## config.mk

```make
export PLATFORM = sky130hd
export DESIGN_NAME = conv_kxk_mac_flat
export DESIGN_NICKNAME = d
export VERILOG_FILES = /design/src/rtl/conv_kxk_mac_if.sv /design/src/rtl/conv_kxk_mac.sv /design/src/flat_wrapper.sv
export SDC_FILE = /design/constraint.sdc
export NUM_CORES = 1
export LEC_CHECK = 0
export ABC_AREA = 1
export CAP_MARGIN = 30
export CORE_UTILIZATION = 35
export CTS_CLUSTER_DIAMETER = 50
export DETAILED_ROUTE_END_ITERATION = 12
export DONT_BUFFER_PORTS = 1
export SYNTH_ARGS = -nofsm -noshare
export SYNTH_HDL_FRONTEND = slang
export SYNTH_SLANG_ARGS = --single-unit
```

## constraint.sdc

```tcl
create_clock -name clk -period 6.3 [get_ports clk]
set_clock_uncertainty 0.2 [all_clocks]
set_input_delay 0.315 -clock clk [delete_from_list [all_inputs] [get_ports clk]]
set_output_delay 0.315 -clock clk [all_outputs]
set_load 0.1 [all_outputs]
```

## src/rtl/conv_kxk_mac_if.sv

```systemverilog
// Handshake bundle for conv_kxk_mac: start/window/kernel request in,
// clamped result out with valid/ready.
// Ports (master side drives): start, win_pix, win_ker, shift, abs_mode,
//   out_ready; (slave side drives): busy, out_valid, data_out, sat.
interface conv_kxk_mac_if #(
   parameter int K  = 3,
   parameter int PW = 8,
   parameter int KW = 9
);
   logic              start;
   logic [K*K*PW-1:0] win_pix;
   logic [K*K*KW-1:0] win_ker;
   logic [4:0]        shift;
   logic              abs_mode;
   logic              busy;
   logic              out_valid;
   logic              out_ready;
   logic [PW-1:0]     data_out;
   logic              sat;

   modport master (
      output start, win_pix, win_ker, shift, abs_mode, out_ready,
      input  busy, out_valid, data_out, sat
   );

   modport slave (
      input  start, win_pix, win_ker, shift, abs_mode, out_ready,
      output busy, out_valid, data_out, sat
   );
endinterface

```

## src/rtl/conv_kxk_mac.sv

```systemverilog
// Sequential KxK convolution MAC: one tap per cycle, then shift, optional
// magnitude and clamp to PW bits.
// Ports: clk, reset (async, active-low), bus (conv_kxk_mac_if.slave).
module conv_kxk_mac #(
   parameter int K  = 3,
   parameter int PW = 8,
   parameter int KW = 9
) (
   input logic           clk,
   input logic           reset,
   conv_kxk_mac_if.slave bus
);
   localparam int N  = K * K;
   localparam int AW = PW + KW + $clog2(N);
   localparam int TW = $clog2(N);
   localparam int MW = PW + KW + 1;
   localparam logic signed [AW:0] MAXV = {{(AW + 1 - PW){1'b0}}, {PW{1'b1}}};

   typedef enum logic [1:0] {IDLE, MAC, NORM, HOLD} state_t;

   state_t               state;
   logic [TW-1:0]        tap;
   logic signed [AW-1:0] acc;
   logic [N*PW-1:0]      pix_q;
   logic [N*KW-1:0]      ker_q;
   logic [4:0]           shift_q;
   logic                 abs_q;
   logic                 busy_q;
   logic                 valid_q;
   logic [PW-1:0]        data_q;
   logic                 sat_q;

   logic [PW-1:0]        pix_cur;
   logic signed [KW-1:0] ker_cur;
   logic signed [MW-1:0] prod;
   logic signed [AW-1:0] r_sh;
   logic signed [AW:0]   r_ext;
   logic signed [AW:0]   r_mag;
   logic [PW-1:0]        clamp_d;
   logic                 clamp_s;

   always_comb begin
      pix_cur = pix_q[int'(tap) * PW +: PW];
      ker_cur = ker_q[int'(tap) * KW +: KW];
      // pixel is zero-extended so the product keeps the kernel's sign
      prod = MW'($signed({1'b0, pix_cur})) * MW'(ker_cur);
      r_sh = acc >>> shift_q;
      // one extra bit so negating the most negative value cannot wrap
      r_ext = {r_sh[AW-1], r_sh};
      r_mag = (abs_q && r_ext < 0) ? -r_ext : r_ext;
      clamp_d = r_mag[PW-1:0];
      clamp_s = 1'b0;
      if (r_mag < 0) begin
         clamp_d = '0;
         clamp_s = 1'b1;
      end else if (r_mag > MAXV) begin
         clamp_d = '1;
         clamp_s = 1'b1;
      end
   end

   always_ff @(posedge clk or negedge reset) begin
      if (!reset) begin
         state   <= IDLE;
         tap     <= '0;
         acc     <= '0;
         pix_q   <= '0;
         ker_q   <= '0;
         shift_q <= '0;
         abs_q   <= 1'b0;
         busy_q  <= 1'b0;
         valid_q <= 1'b0;
         data_q  <= '0;
         sat_q   <= 1'b0;
      end else begin
         unique case (state)
            IDLE: begin
               if (bus.start) begin
                  pix_q   <= bus.win_pix;
                  ker_q   <= bus.win_ker;
                  shift_q <= bus.shift;
                  abs_q   <= bus.abs_mode;
                  acc     <= '0;
                  tap     <= '0;
                  busy_q  <= 1'b1;
                  state   <= MAC;
               end
            end
            MAC: begin
               acc <= acc + AW'(prod);
               tap <= tap + 1'b1;
               if (tap == TW'(N - 1)) begin
                  tap   <= '0;
                  state <= NORM;
               end
            end
            NORM: begin
               data_q  <= clamp_d;
               sat_q   <= clamp_s;
               valid_q <= 1'b1;
               state   <= HOLD;
            end
            HOLD: begin
               if (bus.out_ready) begin
                  valid_q <= 1'b0;
                  busy_q  <= 1'b0;
                  state   <= IDLE;
               end
            end
            default: state <= IDLE;
         endcase
      end
   end

   assign bus.busy      = busy_q;
   assign bus.out_valid = valid_q;
   assign bus.data_out  = data_q;
   assign bus.sat       = sat_q;
endmodule

```

## src/flat_wrapper.sv

```systemverilog
// flat-port wrapper written by rule: the top's interface ports become plain ports
module conv_kxk_mac_flat 
#(
   parameter int K  = 3,
   parameter int PW = 8,
   parameter int KW = 9
)
  (clk, reset, bus_start, bus_win_pix, bus_win_ker, bus_shift, bus_abs_mode, bus_out_ready, bus_busy, bus_out_valid, bus_data_out, bus_sat);
  conv_kxk_mac_if #(.K(K), .PW(PW), .KW(KW)) bus_i ();
  input logic clk;
  input logic reset;
  input wire logic [$bits(bus_i.start)-1:0] bus_start;
  input wire logic [$bits(bus_i.win_pix)-1:0] bus_win_pix;
  input wire logic [$bits(bus_i.win_ker)-1:0] bus_win_ker;
  input wire logic [$bits(bus_i.shift)-1:0] bus_shift;
  input wire logic [$bits(bus_i.abs_mode)-1:0] bus_abs_mode;
  input wire logic [$bits(bus_i.out_ready)-1:0] bus_out_ready;
  output wire logic [$bits(bus_i.busy)-1:0] bus_busy;
  output wire logic [$bits(bus_i.out_valid)-1:0] bus_out_valid;
  output wire logic [$bits(bus_i.data_out)-1:0] bus_data_out;
  output wire logic [$bits(bus_i.sat)-1:0] bus_sat;
  assign bus_i.start = bus_start;
  assign bus_i.win_pix = bus_win_pix;
  assign bus_i.win_ker = bus_win_ker;
  assign bus_i.shift = bus_shift;
  assign bus_i.abs_mode = bus_abs_mode;
  assign bus_i.out_ready = bus_out_ready;
  assign bus_busy = bus_i.busy;
  assign bus_out_valid = bus_i.out_valid;
  assign bus_data_out = bus_i.data_out;
  assign bus_sat = bus_i.sat;
  conv_kxk_mac #(.K(K), .PW(PW), .KW(KW)) u_core (.clk(clk), .reset(reset), .bus(bus_i));
endmodule
```

* Word level (Yosys, flattened, before mapping)
Index checks and enable logic that the tools add are counted.
** Storage, ports and cells
- Register bits :: 197
- Output and inout bits :: 11
- Word-level logic and storage cells :: 57
- Input bits :: 163
** Operators by class
- Shift operators :: 3
- Eq/ne operators :: 7
- Reduce and logical (&&, ||, !) cells :: 10
- Magnitude comparators :: 3
- Add/sub/neg operators :: 3
- Mux-type cells :: 18
- Multipliers :: 2
** Operator list (count)
- 81-bit by 9-bit indexed part select with 9-bit output :: 1
- 72-bit by 8-bit indexed part select with 8-bit output :: 1
- 21-bit case mux with 2 select lines :: 1
- 22-bit by 9-bit > comparator with 1-bit output, second input constant :: 1
- 22-bit by 1-bit < comparator with 1-bit output, second input constant :: 1
- 22-bit two-way mux :: 1
- 21-bit negator with 22-bit output :: 1
- 21-bit by 18-bit adder with 21-bit output :: 1
- 21-bit by 1-bit < comparator with 1-bit output, second input constant :: 1
- 21-bit two-way mux :: 1
- 21-bit by 5-bit >>> shifter with 21-bit output :: 1
- 9-bit by 9-bit multiplier with 18-bit output :: 1
- 8-bit two-way mux :: 2
- 4-bit by 4-bit multiplier with 8-bit output, second input constant :: 1
- 4-bit two-way mux :: 2
- 2-bit case mux with 4 select lines :: 1
- 4-bit case mux with 2 select lines :: 1
- 2-bit two-way mux :: 3
- 2-bit AND reduction :: 3
- 3-bit AND reduction :: 2
- 2-bit nonzero test :: 3
- 4-bit by 1-bit adder with 4-bit output, second input constant :: 1
- 2-bit equality test, second input constant :: 2
- 4-bit equality test, second input constant :: 1
- 7 further kinds :: 12

* Logic depth before layout (Yosys ltp)
- Word-level depth :: 7
- Depth in mapped cells :: 38
- Gate-level depth less buffers :: 35

* Worst setup path after synthesis
OpenSTA, ideal clock, no wires.
- Kind :: flip-flop to flip-flop
- From :: register u_core.tap[0]
- To :: register u_core.acc[20]
- Data arrival time :: 6.445 ns
- Setup time :: 0.131 ns
- Period minus slack after synthesis :: 6.776 ns
- Path slack :: -0.476 ns
- Data required time :: 5.969 ns
- Cell stages (with the launch flop) :: 38
- Buffers on the path :: 3
- Path through :: dfrtp_1 clkbuf_1 inv_2 clkbuf_1 clkbuf_1 o21ai_0 o221ai_1 nand3_1 o21ai_1 nand2_1 fa_1 inv_1 fa_1 inv_1 fa_1 inv_1 fa_1 inv_1 [... 2 more ...] ha_1 nand2_1 inv_1 nand4_1 nand3_1 nand2_1 o21ai_0 nand2_1 nor2_1 nor2_1 nor2_1 nor2_1 o21bai_1 nand2_1 nand2_1 nand2_1 a21oi_1 o22ai_1
** On the way
- Word-level cells in the longest chain between the ends :: 5
- Elaborated cells on any way between the ends :: 6
- Classes of those cells :: add/sub: 1; mul: 2; shift: 2; mux: 1
** RTL lines
- start: declaration :: RTL line conv_kxk_mac.sv:22 : logic [TW-1:0] tap;
- start signal: assignment :: RTL line conv_kxk_mac.sv:91 : tap <= tap + 1'b1;
- 4-bit by 4-bit multiplier with 8-bit output :: RTL line conv_kxk_mac.sv:44 : ker_cur = ker_q[int'(tap) * KW +: KW];
- 81-bit by 9-bit indexed part select with 9-bit output :: RTL line conv_kxk_mac.sv:44
- 9-bit by 9-bit multiplier with 18-bit output * :: RTL line conv_kxk_mac.sv:46 : prod = MW'($signed({1'b0, pix_cur})) * MW'(ker_cur);
- 21-bit by 18-bit adder with 21-bit output * :: RTL line conv_kxk_mac.sv:90 : acc <= acc + AW'(prod);
- 21-bit case mux with 2 select lines * :: RTL line conv_kxk_mac.sv:76 : unique case (state)
- end signal: assignment :: RTL line conv_kxk_mac.sv:90
- end: declaration :: RTL line conv_kxk_mac.sv:23 : logic signed [AW-1:0] acc;
Every way passes the cells marked *; elsewhere a longest branch is shown, timed or not.
A chain may end at the register's enable or synchronous reset.

* Worst setup path after layout
Same ends and word-level chain as after synthesis.

==> impl_summary.txt <==
----------------------------------------------------
[Critical path]
  CP Launch Point ... u_core.tap[0]$_DFFE_PN0P_
  Critical path fanouts, max ... 8
  Path type of the worst setup path ... register to register
  Crit end category ... register
  Biggest cell delay along the critical path ... 0.58 ns
  Most used cell, CP ... fa_1
  CP Launch Type ... register
  Critical-path cell with the highest stage delay ... fa_1
  Number of cells on the worst reg-to-reg path ... 33
  Data arrival at the endpoint of the critical path ... 6.56 ns
  Worst flop-to-flop path startpoint ... u_core.tap[0]$_DFFE_PN0P_
  CP required ... 6.43 ns

[GRT]
  GRT Total Usage ... 0.2024
  Via count of the first global-routing pass ... 12590
  Maximum number of pins on one net before global-route repair ... 198
  First-pass GRT wire length ... 64.09 mm
  Global route overflow ... 0
  Antenna violations before repair ... 0

[Route]
  Met2 routed WL ... 19.54 mm
  Detailed-routing wirelength on met1 ... 18.49 mm
  Starting DRT DRC Count ... 950
  Number of remaining DRC errors ... 0
  Routed length per instance ... 15.58 µm
  Aggregate routed wire length ... 40.81 mm
  Post-detailed-route via-to-cell ratio ... 4.912
  Highest signal layer in the routed design ... met4
  Routed length on met3 ... 1.939 mm
  1st-pass router iterations ... 8
  Post-DRT Antenna Nets ... 0
  Vias after detailed routing ... 12870

[Floorplanning]
  Starting density of the core ... 0.3542
  Die height ... 199.8 µm
  Number of top-level pins ... 174
  Count of standard-cell rows ... 72
  Die extent in x ... 199.8 µm
  Area of the die ... 39900 µm²
  Floorplan Core Area ... 38650 µm²

[Clock network]
  Clock Pin Slew Worst Setup and Hold Paths ... 0.08 ns
  Total clock buffers created by CTS ... 17
  TritonCTS clock tree ... built
  Insertion delay to the later sink of the worst-skew pair ... 0.45 ns
  Clock Sinks ... 197
  CTS max path bufs ... 2
  Clock root buffer ... clkbuf_16
  H-tree depth reported by CTS ... 4

[Synthesis]
  Post-synthesis instance area ... 13690 µm²
  Fraction of post-synthesis cell area in the top cell type by area ... 0.3602
  Largest area contributor in the synthesized netlist ... dfrtp_1
  Most used DFF post-synth ... dfrtp_1
  Net count of the mapped netlist ... 2167
  Yosys warning count ... 0
  Number of standard cells after synthesis ... 1876
  Number of enable-type register cells in the synthesized netlist ... 0
  Post-synthesis area per instance ... 7.296 µm²
  Sequential fraction of the synthesis area ... 0.3602
  Number of different library cells in the post-synthesis netlist ... 42
  Seq cells post-synth ... 197
  Cell types occupying the most area after synthesis ... dfrtp_1 (36%), nand2_1 (20%), fa_1 (8.3%)
  Synth async-reset ratio ... 1.000

[Placement]
  Routability congestion estimate from global placement ... 0.8714
  Setup WS pre-CTS ... -0.2917 ns
  Cell total after placement ... 2394
  Number of buffers added on ports ... 0
  Instance area at placement ... 14750 µm²
  Post-DP HPWL ... 28.14 mm

[Cells and area]
  Area of all placed cells without fillers ... 17810 µm²
  Fill cell total of the finished layout ... 3695
  Net count of the finished layout ... 2381
  Layout cells sized above 1 ... 0.1270
  Area growth, synth to finish ... 30.13%
  Non-filler instance count after layout ... 2620
  Fin util ... 0.4609
  Inserted Diodes ... 0

[Outcome]
  Status ... finished, violations left
  Failing checks ... setup timing

[Hold path]
  Hold WC Path Type ... primary input to register
  Min-Delay Path Depth ... 3
  Hold wc startpoint ... bus_start

[STA]
  Achievable Freq ... 0.1555 GHz
  Max-Slew Margin vs Limit ... 0.3331
  Tightest Pin Transition ... 1.000 ns
  Crit path setup slack, layout ... -0.1299 ns
  Final hold violations ... 0
  Unrepaired setup endpoints after global routing ... yes
  Ratio of final minimum period to clock period ... 1.021
  Setup violators final ... 3
  Number of pins with negative max-slew slack in the final report ... 0
  Minimum period implied by the final worst setup slack ... 6.430 ns

[Job]
  Max Cap Violations ... 0

----------------------------------------------------
-- cells in the final DEF (no fill, tap or decap), types with 5 or more instances in the layout --
cell / n
inv_1: 184
a21oi_2: 6
o31ai_1: 5
nand3_2: 8
inv_8: 5
nor2_2: 9
nor2_1: 108
xor2_1: 12
o22ai_2: 5
buf_6: 8
clkbuf_16: 24
o21ai_1: 31
o221ai_1: 19
nand4_1: 6
o211ai_1: 12
ha_1: 63
inv_2: 14
buf_12: 11
buf_4: 86
o221ai_2: 5
nand2_2: 15
o21ai_0: 91
o22ai_1: 9
nor2_4: 9
ha_4: 8
nand3_1: 116
fa_1: 54
o21ai_2: 20
dfrtp_1: 196
dlygate4sd3_1: 161
a21oi_1: 18
nand2_1: 726
-- flip-flops by register name, summed over array words and instances, names as in the netlist --
| name | count |
|---|---|
| u_core.ker_q | 81 |
| u_core.pix_q | 72 |
| u_core.acc | 21 |
| u_core.bus.data_out | 8 |
| u_core.shift_q | 5 |
| u_core.tap | 4 |
| u_core.state | 2 |
| u_core.abs_q | 1 |
| u_core.bus.busy | 1 |
| u_core.bus.out_valid | 1 |
| u_core.bus.sat | 1 |
-- logic make-up after synthesis --
logic type	count (synthesis)	share of synthesized area
xor gates and xnor gates	16	0.01024
DFF	197	0.3602
adders and majority gates	128	0.1483
buffers and inverters	288	0.08172
and+or+nand+nor	1015	0.3013
AOI/OAI and AO/OA	232	0.09827
-- critical path, delay by kind of cell, from the launching register on --
| family | cells | cell delay, ns |
|---|---|---|
| AOI/OAI and AO/OA | 8 | 1.01 |
| adders and majority gates | 6 | 2.85 |
| buffers and inverters | 7 | 0.77 |
| DFF | 1 | 0.44 |
| and+or+nand+nor | 12 | 1.03 |
-- per-stage QoR --
step	TNS [ns]	hold WS, ns
CTS	-0.3970	0.06211
finish	-0.2422	0.08173
global placement	-0.3410	-0.1741
global route	-1.108	0.1501
detailed placement	-0.8667	-0.1737
floorplan	0	-0.1806
-- synth_stat cells, types with 12 or more instances --
master	n
o22ai_1	14
inv_1	194
xor2_1	12
o21ai_1	18
fa_1	57
nand3_1	119
dfrtp_1	197
o221ai_1	24
o21ai_0	124
nor2_1	119
ha_1	71
a21oi_1	23
buf_2	12
o211ai_1	12
nand2_1	740
clkbuf_1	64
-- final cells by class --
cell class | count | area (µm²) | area share
multi-input combinational | 1391 | 8028 | 0.4507
sequential | 197 | 4931 | 0.2769
timing repair buffer | 278 | 2820 | 0.1583
inverter | 204 | 803.3 | 0.04510
tap | 518 | 648.1 | 0.03639
clock buffer | 19 | 452.9 | 0.02543
clock inverter | 12 | 116.4 | 0.006533
timing repair inverter | 1 | 11.26 | 0.0006322
-- path summary, 6_finish.rpt --
kind | endpoint | slack [ns]
setup / recovery | u_core.acc[20]$_DFFE_PN0P_ | -0.13
hold / removal | u_core.bus.busy$_DFFE_PN0P_ | 0.08
hold reg to reg | u_core.pix_q[22]$_DFFE_PN0P_ | 0.28
setup reg to reg | u_core.acc[20]$_DFFE_PN0P_ | -0.13
max in group asynchronous | u_core.acc[4]$_DFFE_PN0P_ | 4.73
min in group asynchronous | u_core.ker_q[62]$_DFFE_PN0P_ | 0.44
-- layer usage --
layer	up-vias	track usage
met3	55	0.02235
met1	6083	0.2822
met5	-	0
met2	355	0.3341
met4	0	0.05146
li1	6376	-
-- what timing repair did --
| item | 4_1_cts | 5_1_grt |
|---|---|---|
| gates resized for setup | 11 | 137 |
| pin swaps | 8 | 75 |
| gates cloned | 0 | 9 |
| endpoints found under the hold margin | 357 | 0 |
| buffers inserted | 2 | 22 |
| hold buffers | 162 | 0 |
| setup endpoints to repair | 5 | 9 |
Power is left out: the tool's default activity adds up to more than one toggle a clock period on the data nets, which glitch-free logic cannot reach.
